===== src/rtl/display_pkg.sv =====
// Shared constants, converter state type and the add-3 helper for the display front end.
package display_pkg;

    localparam int NUM_DIGITS = 4;
    localparam int BIN_W      = 14;
    localparam int BCD_W      = 16;
    localparam logic [BIN_W-1:0] MAX_VALUE = 14'd9999;

    typedef enum logic {
        IDLE,
        SHIFT
    } conv_state_e;

    // Adds 3 to every BCD nibble that is 5 or more, all nibbles in parallel.
    function automatic logic [BCD_W-1:0] add3_all(input logic [BCD_W-1:0] b);
        logic [BCD_W-1:0] r;
        r = b;
        for (int i = 0; i < NUM_DIGITS; i++) begin
            if (b[4*i +: 4] >= 4'd5) begin
                r[4*i +: 4] = b[4*i +: 4] + 4'd3;
            end
        end
        return r;
    endfunction

endpackage


===== src/rtl/bin2bcd_seq.sv =====
// Sequential double-dabble converter: one add-3/shift step per cycle, 14 steps per value.
module bin2bcd_seq
    import display_pkg::*;
(
    input  logic             clk,
    input  logic             reset,
    input  logic             load,
    input  logic [BIN_W-1:0] value,
    output logic             ready,
    output logic             done,
    output logic [BCD_W-1:0] bcd
);

    conv_state_e      state_q, state_d;
    logic [BIN_W-1:0] bin_q, bin_d;
    logic [BCD_W-1:0] acc_q, acc_d;
    logic [3:0]       cnt_q, cnt_d;
    logic [BCD_W+BIN_W-1:0] shifted;

    // Next-state logic: capture a clamped value in IDLE, then run one dabble step per cycle.
    always_comb begin
        state_d = state_q;
        bin_d   = bin_q;
        acc_d   = acc_q;
        cnt_d   = cnt_q;
        done    = 1'b0;
        shifted = {add3_all(acc_q), bin_q} << 1;
        case (state_q)
            IDLE: begin
                if (load) begin
                    bin_d   = (value > MAX_VALUE) ? MAX_VALUE : value;
                    acc_d   = '0;
                    cnt_d   = 4'd13;
                    state_d = SHIFT;
                end
            end
            SHIFT: begin
                {acc_d, bin_d} = shifted;
                cnt_d          = cnt_q - 4'd1;
                if (cnt_q == 4'd0) begin
                    done    = 1'b1;
                    state_d = IDLE;
                end
            end
            default: state_d = IDLE;
        endcase
    end

    // The finished result is the accumulator after the final shift, valid while done is high.
    assign bcd   = shifted[BCD_W+BIN_W-1:BIN_W];
    assign ready = (state_q == IDLE);

    // Converter state registers; reset abandons any conversion in flight.
    always_ff @(posedge clk or posedge reset) begin
        if (reset) begin
            state_q <= IDLE;
            bin_q   <= '0;
            acc_q   <= '0;
            cnt_q   <= '0;
        end else begin
            state_q <= state_d;
            bin_q   <= bin_d;
            acc_q   <= acc_d;
            cnt_q   <= cnt_d;
        end
    end

endmodule


===== src/rtl/display_scan.sv =====
// Four-digit multiplexed display: converts a loaded value to BCD and scans it onto digit/an.
module display_scan
    import display_pkg::*;
#(
    parameter int REFRESH_DIV = 100000
) (
    input  logic             clk,
    input  logic             reset,
    input  logic             load,
    input  logic [BIN_W-1:0] value,
    output logic             ready,
    output logic [3:0]       digit,
    output logic [3:0]       an
);

    localparam int PRE_W = (REFRESH_DIV > 1) ? $clog2(REFRESH_DIV) : 1;
    localparam logic [PRE_W-1:0] PRE_LAST = PRE_W'(REFRESH_DIV - 1);

    logic             conv_done;
    logic [BCD_W-1:0] conv_bcd;

    logic [PRE_W-1:0] pre_q, pre_d;
    logic [1:0]       idx_q, idx_d;
    logic [BCD_W-1:0] disp_q, disp_d;
    logic [3:0]       an_q, an_d;
    logic [3:0]       digit_q, digit_d;
    logic [BCD_W-1:0] upper;
    logic             blank;

    bin2bcd_seq u_conv (
        .clk   (clk),
        .reset (reset),
        .load  (load),
        .value (value),
        .ready (ready),
        .done  (conv_done),
        .bcd   (conv_bcd)
    );

    // Free-running prescaler; each wrap advances the scan slot.
    always_comb begin
        pre_d = pre_q + PRE_W'(1);
        idx_d = idx_q;
        if (pre_q == PRE_LAST) begin
            pre_d = '0;
            idx_d = idx_q + 2'd1;
        end
    end

    // The display register only takes complete conversion results.
    always_comb begin
        disp_d = disp_q;
        if (conv_done) begin
            disp_d = conv_bcd;
        end
    end

    // Selects the current nibble and anode, blanking leading zeros above the ones digit.
    always_comb begin
        digit_d = disp_q[{idx_q, 2'b00} +: 4];
        upper   = disp_q >> {idx_q, 2'b00};
        blank   = (idx_q != 2'd0) && (upper == '0);
        an_d    = blank ? 4'b1111 : ~(4'b0001 << idx_q);
    end

    // Scanner, display and output registers.
    always_ff @(posedge clk or posedge reset) begin
        if (reset) begin
            pre_q   <= '0;
            idx_q   <= '0;
            disp_q  <= '0;
            an_q    <= 4'b1110;
            digit_q <= 4'h0;
        end else begin
            pre_q   <= pre_d;
            idx_q   <= idx_d;
            disp_q  <= disp_d;
            an_q    <= an_d;
            digit_q <= digit_d;
        end
    end

    assign an    = an_q;
    assign digit = digit_q;

endmodule

===== config.mk =====
export PLATFORM = sky130hd
export DESIGN_NAME = display_scan
export DESIGN_NICKNAME = d
export VERILOG_FILES = /design/src/rtl/display_pkg.sv /design/src/rtl/bin2bcd_seq.sv /design/src/rtl/display_scan.sv
export SDC_FILE = /design/constraint.sdc
export NUM_CORES = 1
export LEC_CHECK = 0
export CELL_PAD_IN_SITES_DETAIL_PLACEMENT = 1
export CELL_PAD_IN_SITES_GLOBAL_PLACEMENT = 1
export CORE_MARGIN = 2
export CORE_UTILIZATION = 40
export DETAILED_ROUTE_END_ITERATION = 6
export GPL_ROUTABILITY_DRIVEN = 0
export PLACE_DENSITY = 0.73
export SETUP_SLACK_MARGIN = 0.05
export SYNTH_ARGS = -nofsm -noshare
export SYNTH_HDL_FRONTEND = slang
export SYNTH_SLANG_ARGS = --single-unit

===== constraint.sdc =====
create_clock -name clk -period 6.7 [get_ports clk]
set_clock_uncertainty 0.2 [all_clocks]
set_input_delay 1.34 -clock clk [delete_from_list [all_inputs] [get_ports clk]]
set_output_delay 1.34 -clock clk [all_outputs]
set_load 0.02 [all_outputs]

Word-level counts from Yosys, hierarchy flattened --
Index checks and enable logic that the tools add are counted.
Cells by class: reduce and logical (&&, ||, !) cells 4, add/sub/neg operators 7, shift operators 3, bitwise gates (word level) 2, order comparisons 5, multiplexer cells 18, equality and inequality tests 2
Operators by type and width (count):
- one-hot mux 16 bit (2 select lines) | 1
- 2-to-1 mux 14 bit | 2
- one-hot mux 14 bit (2 select lines) | 1
- 2-to-1 mux 4 bit | 5
- adder 17 x 1 -> 17 bit (second input constant) | 1
- equality test 17 bit (second input constant) | 1
- 2-to-1 mux 17 bit | 1
- greater-or-equal comparator 4 x 3 -> 1 bit (second input constant) | 4
- logical NOT 16 bit | 1
- 2-to-1 mux 16 bit | 1
- variable part select 16 x 5 -> 4 bit | 1
- right shift 16 x 4 -> 16 bit | 1
- greater-than comparator 14 bit (second input constant) | 1
- adder 4 x 2 -> 4 bit (second input constant) | 3
- one-hot mux 4 bit (2 select lines) | 1
- logical NOT 4 bit | 1
- 2-to-1 mux 1 bit | 4
- inverter 4 bit | 1
- << shifter 1 x 2 -> 4 bit (first input constant) | 1
- subtractor 4 x 1 -> 4 bit (second input constant) | 1
- adder 3 x 2 -> 3 bit (second input constant) | 1
- 2-to-1 mux 3 bit | 1
- adder 2 x 1 -> 2 bit (second input constant) | 1
- != test 2 bit (second input constant) | 1
- 4 further kinds | 4
Storage, ports and cells: register bits 78, bits of input ports 17, output and inout port bits 9

Logic depth before layout (Yosys ltp) --
Gate-level depths: netlist of the first run.
word-level depth 4, mapped depth 7

Cells and area by module --
Synthesis of the first run repeated with hierarchy kept, for this count alone.
Unflattened totals: cell total of the unflattened synthesis 387, area, all modules 4130.2 um^2
By module, submodules not included:
- bin2bcd_seq | instances 1, cells each 244, area each 2229.6 um^2, seq. area each 875.8 um^2
- display_scan | instances 1, cells each 143, area each 1900.6 um^2, seq. area each 1079.8 um^2

Least setup slack after synthesis of the first run --
No wires, ideal clock.
kind register to output, start reg u_conv.state_q, end out ready, setup slack 4.014 ns, stages on the path, launching flop included 4, arrival time 1.146 ns, cells stage by stage dfrtp_1 -> inv_2 -> clkbuf_1 -> buf_1
Between the ends: cells in the longest elaborated chain, start to end 1
Ends and longest elaborated chain:
- start, declared | RTL line bin2bcd_seq.sv:14 | conv_state_e state_q, state_d;
- start signal, assigned | RTL line bin2bcd_seq.sv:61 | state_q <= state_d;
- inverter 1 bit | RTL line bin2bcd_seq.sv:51 | assign ready = (state_q == IDLE);
- end, declared | RTL line display_scan.sv:11 | output logic ready,
Every way passes these cells.

Final worst setup path of the first run --
Ends and elaborated chain as after synthesis.

==> results.toml, run 1 <==
[cts]
numCtsBuffers = 9
cts_hold_buffers = 0
postCtsSetupRepairBufs = 0
cts-root-buf = "clkbuf_8"
insertion_delay_ps = 340
ctsHtreeMaxLevel = 3
clk_path_buf_depth = 2
cts_sinks = 78
post_cts_resized = 0
cts_tree = "done"
clk_pin_slew_ps = 80

[synth]
synth_edf_count = 0
synth_top_family_by_area = "simple AND/OR/NAND/NOR gates"
synth_xor_area_share_pct = 4.22
synth_ff_type = "dfrtp_1"
yosys.area_share.simple_pct = 15.5
synthMuxAreaShare_pct = 5.59
syn_inst = 363
synth.distinct_cells = 48
synth_warnings = 0
synth_seq_area_share_pct = 52.3
syn-num-nets = 395
synthesis.area_sq_um = 3740
post_synth_fa_ha_maj_area_fraction_pct = 5.02
synth.avg_cell_area_sq_um = 10.3
async_flop_share_pct = 100
synth-compound-area-share_pct = 12.9
ys_seq_elements = 78

[place]
dpl.hpwl_mm = 5.44
port-buffer-count = 25
place_inst = 486

[timing]
maxSlewViolCount = 0
holdWs_ps = 289
hold_viol = 0
maxSlewHeadroom_pct = 34.1
period_share_pct = 60.8
setup-violations-final = 0
fin_crit_ps = 4070
tns_ps = 0
tightest_slew_ps = 989
max_clock_freq_ghz = 0.246
grt_setup_unrepaired = "no"

[die]
pin_count = 26
die_w_microns = 101
die_h_microns = 101
core_area_sq_um = 9150
placementRows = 35
die-area_sq_um = 10100
start_util_pct = 40.8

[route]
drcViolationCount = 0
vias = 2734
wl_per_cell_microns = 15.5
drt_iter0_markers = 81
vias_per_cell = 5.45
drt_wl_total_mm = 7.80
ant_nets = 0
dr.pass1.iters = 4

[finish]
fin_nets = 418
area_growth_pct = 15.0
multi_input_area_sq_um = 1620
final_layout_size_suffix_gt1_share_pct = 9.72
n_antenna_cell = 0
stdcell_count = 502
register_area_sq_um = 1960
fillers = 1041

[power]
cellLeakagePower_uw = 0.00185
ir_drop_mv = 0.135
pwr_density_cell_nw_per_um2 = 393

[global_route]
grt_max_degree = 79
antenna_found_initial = 0
overflow = 0
grt_pass1_wl_mm = 13.6
grtUsageTotal_pct = 16.9
first_global_vias = 2858

[critical_path]
critPathKind = "reg2out"
crit_required_ps = 5160
critPathSlowestCell = "dfrtp_1"
cp-start-kind = "flop"
path_cells = "inv_2 -> clkdlybuf4s50_1"
crit_fanout = 39
worst_ep_arrival_time_ps = 2530
endpoint_kind = "output pin"
slowest_delay_ps = 970
rrSetupSlack_ps = 3570

[status]
status = "complete, no violations"

[run]
max-cap-violations = 0

[worst_hold_path]
hold_class = "reg2reg"
-- metrics by stage --
stage	utilization, %	instance area, sq um	power [uW]	worst slack [ps]
3_3_place_gp	44.6	4080	1270	3120
3_5_place_dp	44.6	4080	1310	3030
5_1_grt	47.0	4300	1820	2450
6_report	47.0	4300	1690	2630
4_1_cts	47.0	4300	1700	2670
2_1_floorplan	-	3740	1130	3170
-- Yosys cell counts (7+ instances only) --
library cell | count | area, sq um
clkbuf_1 | 7 | 26.3
ha_1 | 15 | 188
mux2_2 | 7 | 78.8
xnor2_1 | 12 | 105
o21ai_1 | 12 | 60.1
inv_1 | 25 | 93.8
a21oi_1 | 16 | 80.1
o22ai_1 | 22 | 138
nand2_1 | 52 | 195
dfrtp_1 | 75 | 1880
o21ai_0 | 15 | 75.1
nor2_1 | 15 | 56.3
-- path summary, 6_finish.rpt --
kind                                   endpoint             from  cells past startpoint
worst max-delay path                      ready   u_conv.state_q                      2
worst min-delay path            u_conv.bin_q[4]  u_conv.bin_q[3]                      1
worst max register to register       disp_q[10]   u_conv.state_q                      4
worst min register to register  u_conv.bin_q[4]  u_conv.bin_q[3]                      1
max in group asynchronous       u_conv.acc_q[2]            reset                      3
min in group asynchronous            disp_q[13]            reset                      3
-- critical path, delay by kind of cell, from the launching register on --
kind	cells	cell delay [ps]
buffers and inverters	2	1210
flip-flops	1	970
-- power by group --
part           total, uW  leakage, uW  internal, uW  switching, uW
clock                392     0.000104           221            171
sequential           744     0.000990           616            129
combinational        550     0.000752           255            296
-- layout by cell type (no fill, tap or decap), types with 3 or more instances in the layout --
cell             instances
dfrtp_1                 75
nand2_1                 52
clkdlybuf4s50_1         25
inv_1                   24
o22ai_1                 22
a21oi_1                 16
o21ai_0                 15
nor2_1                  15
ha_1                    15
xnor2_1                 12
o21ai_1                 12
clkbuf_8                10
mux2_2                   7
nor3b_1                  6
nand3_1                  6
xor2_1                   6
nand2b_1                 5
nor4_1                   5
nor2b_1                  5
mux2i_1                  4
mux4_2                   4
a31oi_1                  3
nand4_1                  3
and4_1                   3
or4_1                    3
o221ai_1                 3
dfstp_2                  3
clkbuf_1                 3
buf_4                    3
-- flip-flops by register name, summed over array words and instances, names as in the netlist --
register	cells
u_conv.bin_q	14
pre_q	17
disp_q	16
u_conv.cnt_q	4
idx_q	2
digit	4
an	4
u_conv.state_q	1
u_conv.acc_q	16
-- area by class of cell --
cell class | count | share of cell area [%]
clock buffer | 13 | 3.46
clock inverter | 3 | 1.57
inverter | 26 | 2.27
multi-input combinational | 243 | 37.6
sequential | 78 | 45.5
tap | 111 | 3.23
timing repair buffer | 28 | 6.35
-- kinds of logic after synthesis --
| kind of cell | count (synthesis) |
|---|---|
| flip-flops | 78 |
| multiplexers | 15 |
| adder cells (fa/ha/maj) | 15 |
| AO/OA/AOI/OAI | 81 |
| AND/OR/NAND/NOR | 114 |
| XOR/XNOR | 18 |
| buffers and inverters | 42 |
-- metal layers --
| metal | vias up | routed length (microns) | track usage (%) | share of wire (%) |
|---|---|---|---|---|
| met2 | 49 | 3630 | 26.9 | 47 |
| met5 | - | 0 | 0 | 0 |
| li1 | 1309 | - | - | - |
| met3 | 14 | 213 | 2.84 | 2.7 |
| met1 | 1362 | 3790 | 22.6 | 49 |
| met4 | 0 | 168 | 7.80 | 2.2 |
No activity file was read; power rests on OpenSTA's default activity.
==> run 2: changes to the inputs <==
--- a/config.mk
+++ b/config.mk
@@ -11,7 +11,7 @@
 export CORE_UTILIZATION = 40
 export DETAILED_ROUTE_END_ITERATION = 6
 export GPL_ROUTABILITY_DRIVEN = 0
-export PLACE_DENSITY = 0.73
+export PLACE_DENSITY = 0.76
 export SETUP_SLACK_MARGIN = 0.05
 export SYNTH_ARGS = -nofsm -noshare
 export SYNTH_HDL_FRONTEND = slang
==> constraint.sdc (replaced) <==
create_clock -name clk -period 3.5 [get_ports clk]
set_clock_uncertainty 0.2 [all_clocks]
set_input_delay 0.7 -clock clk [delete_from_list [all_inputs] [get_ports clk]]
set_output_delay 0.7 -clock clk [all_outputs]
set_load 0.02 [all_outputs]
==> results.toml, run 2 (synthesis gave the netlist of run 1 again) <==
[finish]
n_antenna_cell = 0
final_layout_size_suffix_gt1_share_pct = 11.4
fillers = 1011
final_common_cell = "dfrtp_1"
reg_top3 = "pre_q (17), disp_q (16), u_conv.acc_q (16)"
regMostFlops = "pre_q"
stdcell_count = 506
area_growth_pct = 16.9
largest_reg_flops = 17
fin_nets = 422
mostFrequentLayoutCells = "dfrtp_1, nand2_1, clkdlybuf4s50_1"

[critical_path]
critPathKind = "reg2out"
worst_ep_arrival_time_ps = 1580
crit_fanout = 11
cp-start-kind = "flop"
rrSetupSlack_ps = 1350
crit_required_ps = 2600
endpoint_kind = "output pin"

[timing]
holdWs_ps = 293
tightest_slew_ps = 778
maxSlewViolCount = 0
max_clock_freq_ghz = 0.404
layout_setup_ws_ps = 1020
grt_setup_unrepaired = "no"
hold_viol = 0
fin_crit_ps = 2480
period_share_pct = 70.8
maxSlewHeadroom_pct = 48.2
setup-violations-final = 0
tns_ps = 0

[status]
status = "complete, no violations"

[global_route]
grt_pass1_wl_mm = 14.3
grtUsageTotal_pct = 18.0
first_global_vias = 2994
grt_max_degree = 47
overflow = 0
antenna_found_initial = 0

[route]
wl_per_cell_microns = 16.2
drt_iter0_markers = 109
dr.pass1.iters = 4
drcViolationCount = 0
drt_wl_total_mm = 8.18
ant_nets = 0
vias_per_cell = 5.50
vias = 2782

[place]
place_inst = 490
port-buffer-count = 25
dp_slack_ps = 721
dpl.hpwl_mm = 5.88

[die]
die_h_microns = 101
die_w_microns = 101
die-area_sq_um = 10100
placementRows = 35
pin_count = 26
core_area_sq_um = 9150
start_util_pct = 40.8

[cts]
cts_sinks = 78
numCtsBuffers = 9
post_cts_resized = 0
clk_path_buf_depth = 2
insertion_delay_ps = 350
cts_hold_buffers = 0
cts_tree = "done"
clk_pin_slew_ps = 80
ctsHtreeMaxLevel = 3
cts-root-buf = "clkbuf_8"
postCtsSetupRepairBufs = 0

[worst_hold_path]
hold_class = "reg2reg"

[run]
max-cap-violations = 0

[power]
cellLeakagePower_uw = 0.00188
ir_drop_mv = 0.313
power_uw = 3360
pwr_density_cell_nw_per_um2 = 768
[run 2: cell count changes in the layout (fill, tap and decap cells not counted)]
cell,delta
bufinv_16,+1
clkbuf_8,+1
clkinvlp_4,+1
clkbuf_1,-3
buf_4,+4
[run 2: per-stage QoR]
step / instance area, sq um / utilization, %
floorplan: 3740 / -
global placement: 4110 / 44.9
detailed placement: 4110 / 44.9
CTS: 4370 / 47.7
global route: 4370 / 47.7
finish: 4370 / 47.7
[run 2: cell type report]
cell class,instances,area (sq um),area share [%]
clock buffer,11,151,3.47
clock inverter,5,105,2.41
inverter,26,97.6,2.23
multi-input combinational,243,1620,37.0
sequential,78,1960,44.8
tap,111,139,3.18
timing repair buffer,32,303,6.93
[run 2: path summary, 6_finish.rpt]
kind / start / endpoint / cells past startpoint
min in group asynchronous: reset / u_conv.acc_q[9] / 3
worst max register to register: idx_q[0] / an[1] / 5
max in group asynchronous: reset / u_conv.acc_q[0] / 3
worst min register to register: pre_q[14] / pre_q[14] / 1
worst min-delay path: pre_q[14] / pre_q[14] / 1
worst max-delay path: u_conv.state_q / ready / 2
[run 2: power by group]
part	total (uW)	internal, uW	switching, uW	leakage, uW
logic	1090	500	592	0.000771
clock network	851	513	338	0.000122
registers	1410	1180	233	0.000990
total	3360	2190	1160	0.00188
[run 2: routing by layer]
metal | vias up | part of all wire [%] | GRT usage [%]
li1 | 1323 | - | -
met2 | 51 | 50 | 30.1
met1 | 1395 | 45 | 22.4
met5 | - | 0 | 0
met4 | 0 | 1.9 | 8.32
met3 | 13 | 3.0 | 3.68
[run 2: critical path, cell delays in order (launching register included)]
cell and delay, ps:
dfrtp_1 400, inv_2 190, clkdlybuf4s50_1 640
==> run 3: changes to the inputs <==
==> constraint.sdc (replaced) <==
create_clock -name clk -period 2.17 [get_ports clk]
set_clock_uncertainty 0.2 [all_clocks]
set_input_delay 0.434 -clock clk [delete_from_list [all_inputs] [get_ports clk]]
set_output_delay 0.434 -clock clk [all_outputs]
set_load 0.02 [all_outputs]
==> results.toml, run 3 (synthesis gave the netlist of run 1 again) <==
[global_route]
grt_pass1_wl_mm = 14.1
met1_usage_pct = 22.9
first_global_vias = 2969
grt.busiest_layer = "met2"
grtUsageTotal_pct = 17.8
grt_use_met3_pct = 2.70
overflow = 0
antenna_found_initial = 0
grt_max_degree = 31
grtUsageMet2_pct = 29.6

[power]
cellLeakagePower_uw = 0.00193
pwr_density_cell_nw_per_um2 = 1230
power_uw = 5470
ir_drop_mv = 0.422

[timing]
grt_setup_unrepaired = "no"
tightest_slew_ps = 508
maxSlewHeadroom_pct = 65.8
setup-violations-final = 0
hold_viol = 0
fin_crit_ps = 1950
max_clock_freq_ghz = 0.514
period_share_pct = 89.7
maxSlewViolCount = 0

[finish]
register_area_sq_um = 1960
stdcell_count = 511
mostFrequentLayoutCells = "dfrtp_1, nand2_1, inv_1"
final_common_cell = "dfrtp_1"
area_growth_pct = 19.5
reg_top3 = "pre_q (17), disp_q (16), u_conv.acc_q (16)"
largest_reg_flops = 17
n_antenna_cell = 0
fin_nets = 429
final_layout_size_suffix_gt1_share_pct = 12.5
finalCoreUtilization_pct = 48.8
multi_input_area_sq_um = 1630
fillers = 1000
regMostFlops = "pre_q"

[run]
max-cap-violations = 0

[cts]
ctsHtreeMaxLevel = 3
insertion_delay_ps = 350
clk_pin_slew_ps = 80
cts-root-buf = "clkbuf_8"
clk_path_buf_depth = 2
cts_tree = "done"
cts_sinks = 78
numCtsBuffers = 9

[die]
start_util_pct = 40.8
pin_count = 26
placementRows = 35
die-area_sq_um = 10100
die_w_microns = 101
core_area_sq_um = 9150
die_h_microns = 101

[critical_path]
crit_fanout = 4
critPathKind = "reg2reg"
critPathSlowestCell = "or4_1"
path_buf_inv = 0
cp-start-kind = "flop"
critical_path.top_delay_family = "simple AND/OR/NAND/NOR gates"
worst_ep_arrival_time_ps = 2020
cp-startpoint = "pre_q[0]"
rr_startpoint = "pre_q[0]"
crit_required_ps = 2250
slowest_delay_ps = 510
path_cells = "ha_1 -> and4_1 -> nand2_1 -> or4_1 -> a21oi_1"
endpoint_kind = "flop"

[route]
dr.pass1.iters = 4
vias_per_cell = 5.46
drcViolationCount = 0
ant_nets = 0
drt_iter0_markers = 107
vias = 2791
drt_wl_total_mm = 8.13
wl_per_cell_microns = 15.9

[place]
port-buffer-count = 25
place_inst = 497
dpl.hpwl_mm = 5.76

[worst_hold_path]
hold_class = "in2async"

[status]
status = "complete, no violations"
[run 3: layout make-up]
cell class | instances | share of cell area, %
flip-flops and latches | 78 | 43.8
multi-input cells | 243 | 36.4
repair buffers | 39 | 8.66
well taps | 111 | 3.11
clock buffers | 10 | 3.08
clock inverters | 4 | 2.69
inverters | 26 | 2.27
[run 3: power breakdown]
group / total [uW] / leakage (uW) / internal, uW / switching [uW]
clock network: 1420 / 0.000128 / 900 / 520
registers: 2280 / 0.000990 / 1900 / 377
logic: 1770 / 0.000814 / 823 / 951
total: 5470 / 0.00193 / 3620 / 1850
[run 3: path summary, 6_finish.rpt]
kind                              endpoint  slack, ps  depth (start not counted)
min reg2reg                u_conv.bin_q[3]        290                          2
max in group asynchronous  u_conv.bin_q[2]       1020                          3
min                               digit[3]        250                          2
min in group clk           u_conv.bin_q[3]        290                          2
max reg2reg                      pre_q[16]        220                          5
max                              pre_q[16]        220                          5
[run 3: timing repair]
item / in CTS / in global routing
setup endpoints to repair: 1 / 5
setup buffers: 0 / 0
resized for setup: 1 / 4
pin swaps: 0 / 0
hold buffers: 0 / 0
[run 3: per-layer routing]
layer,part of all wire (%),vias up
met5,0,-
met4,2.2,0
met3,2.2,13
met2,49,40
met1,46,1406
li1,-,1332
[run 3: worst reg2reg max path: cells and delay by family (launching register included)]
kind,cells,cell delay (ps)
adders and majority gates,1,240
AOI/OAI and AO/OA,1,170
DFF,1,390
and+or+nand+nor,3,870
[run 3: through the flow]
| step | TNS (ps) | area (sq um) | worst slack [ps] | hold WS (ps) |
|---|---|---|---|---|
| after floorplan | 0 | 3740 | 87.5 | 251 |
| after global placement | 0 | 4190 | 134 | 270 |
| after detailed placement | -11.2 | 4190 | -11.2 | 283 |
| after CTS | 0 | 4450 | 59.9 | 261 |
| after global routing | 0 | 4470 | 56.9 | 280 |
| final | 0 | 4470 | 224 | 248 |
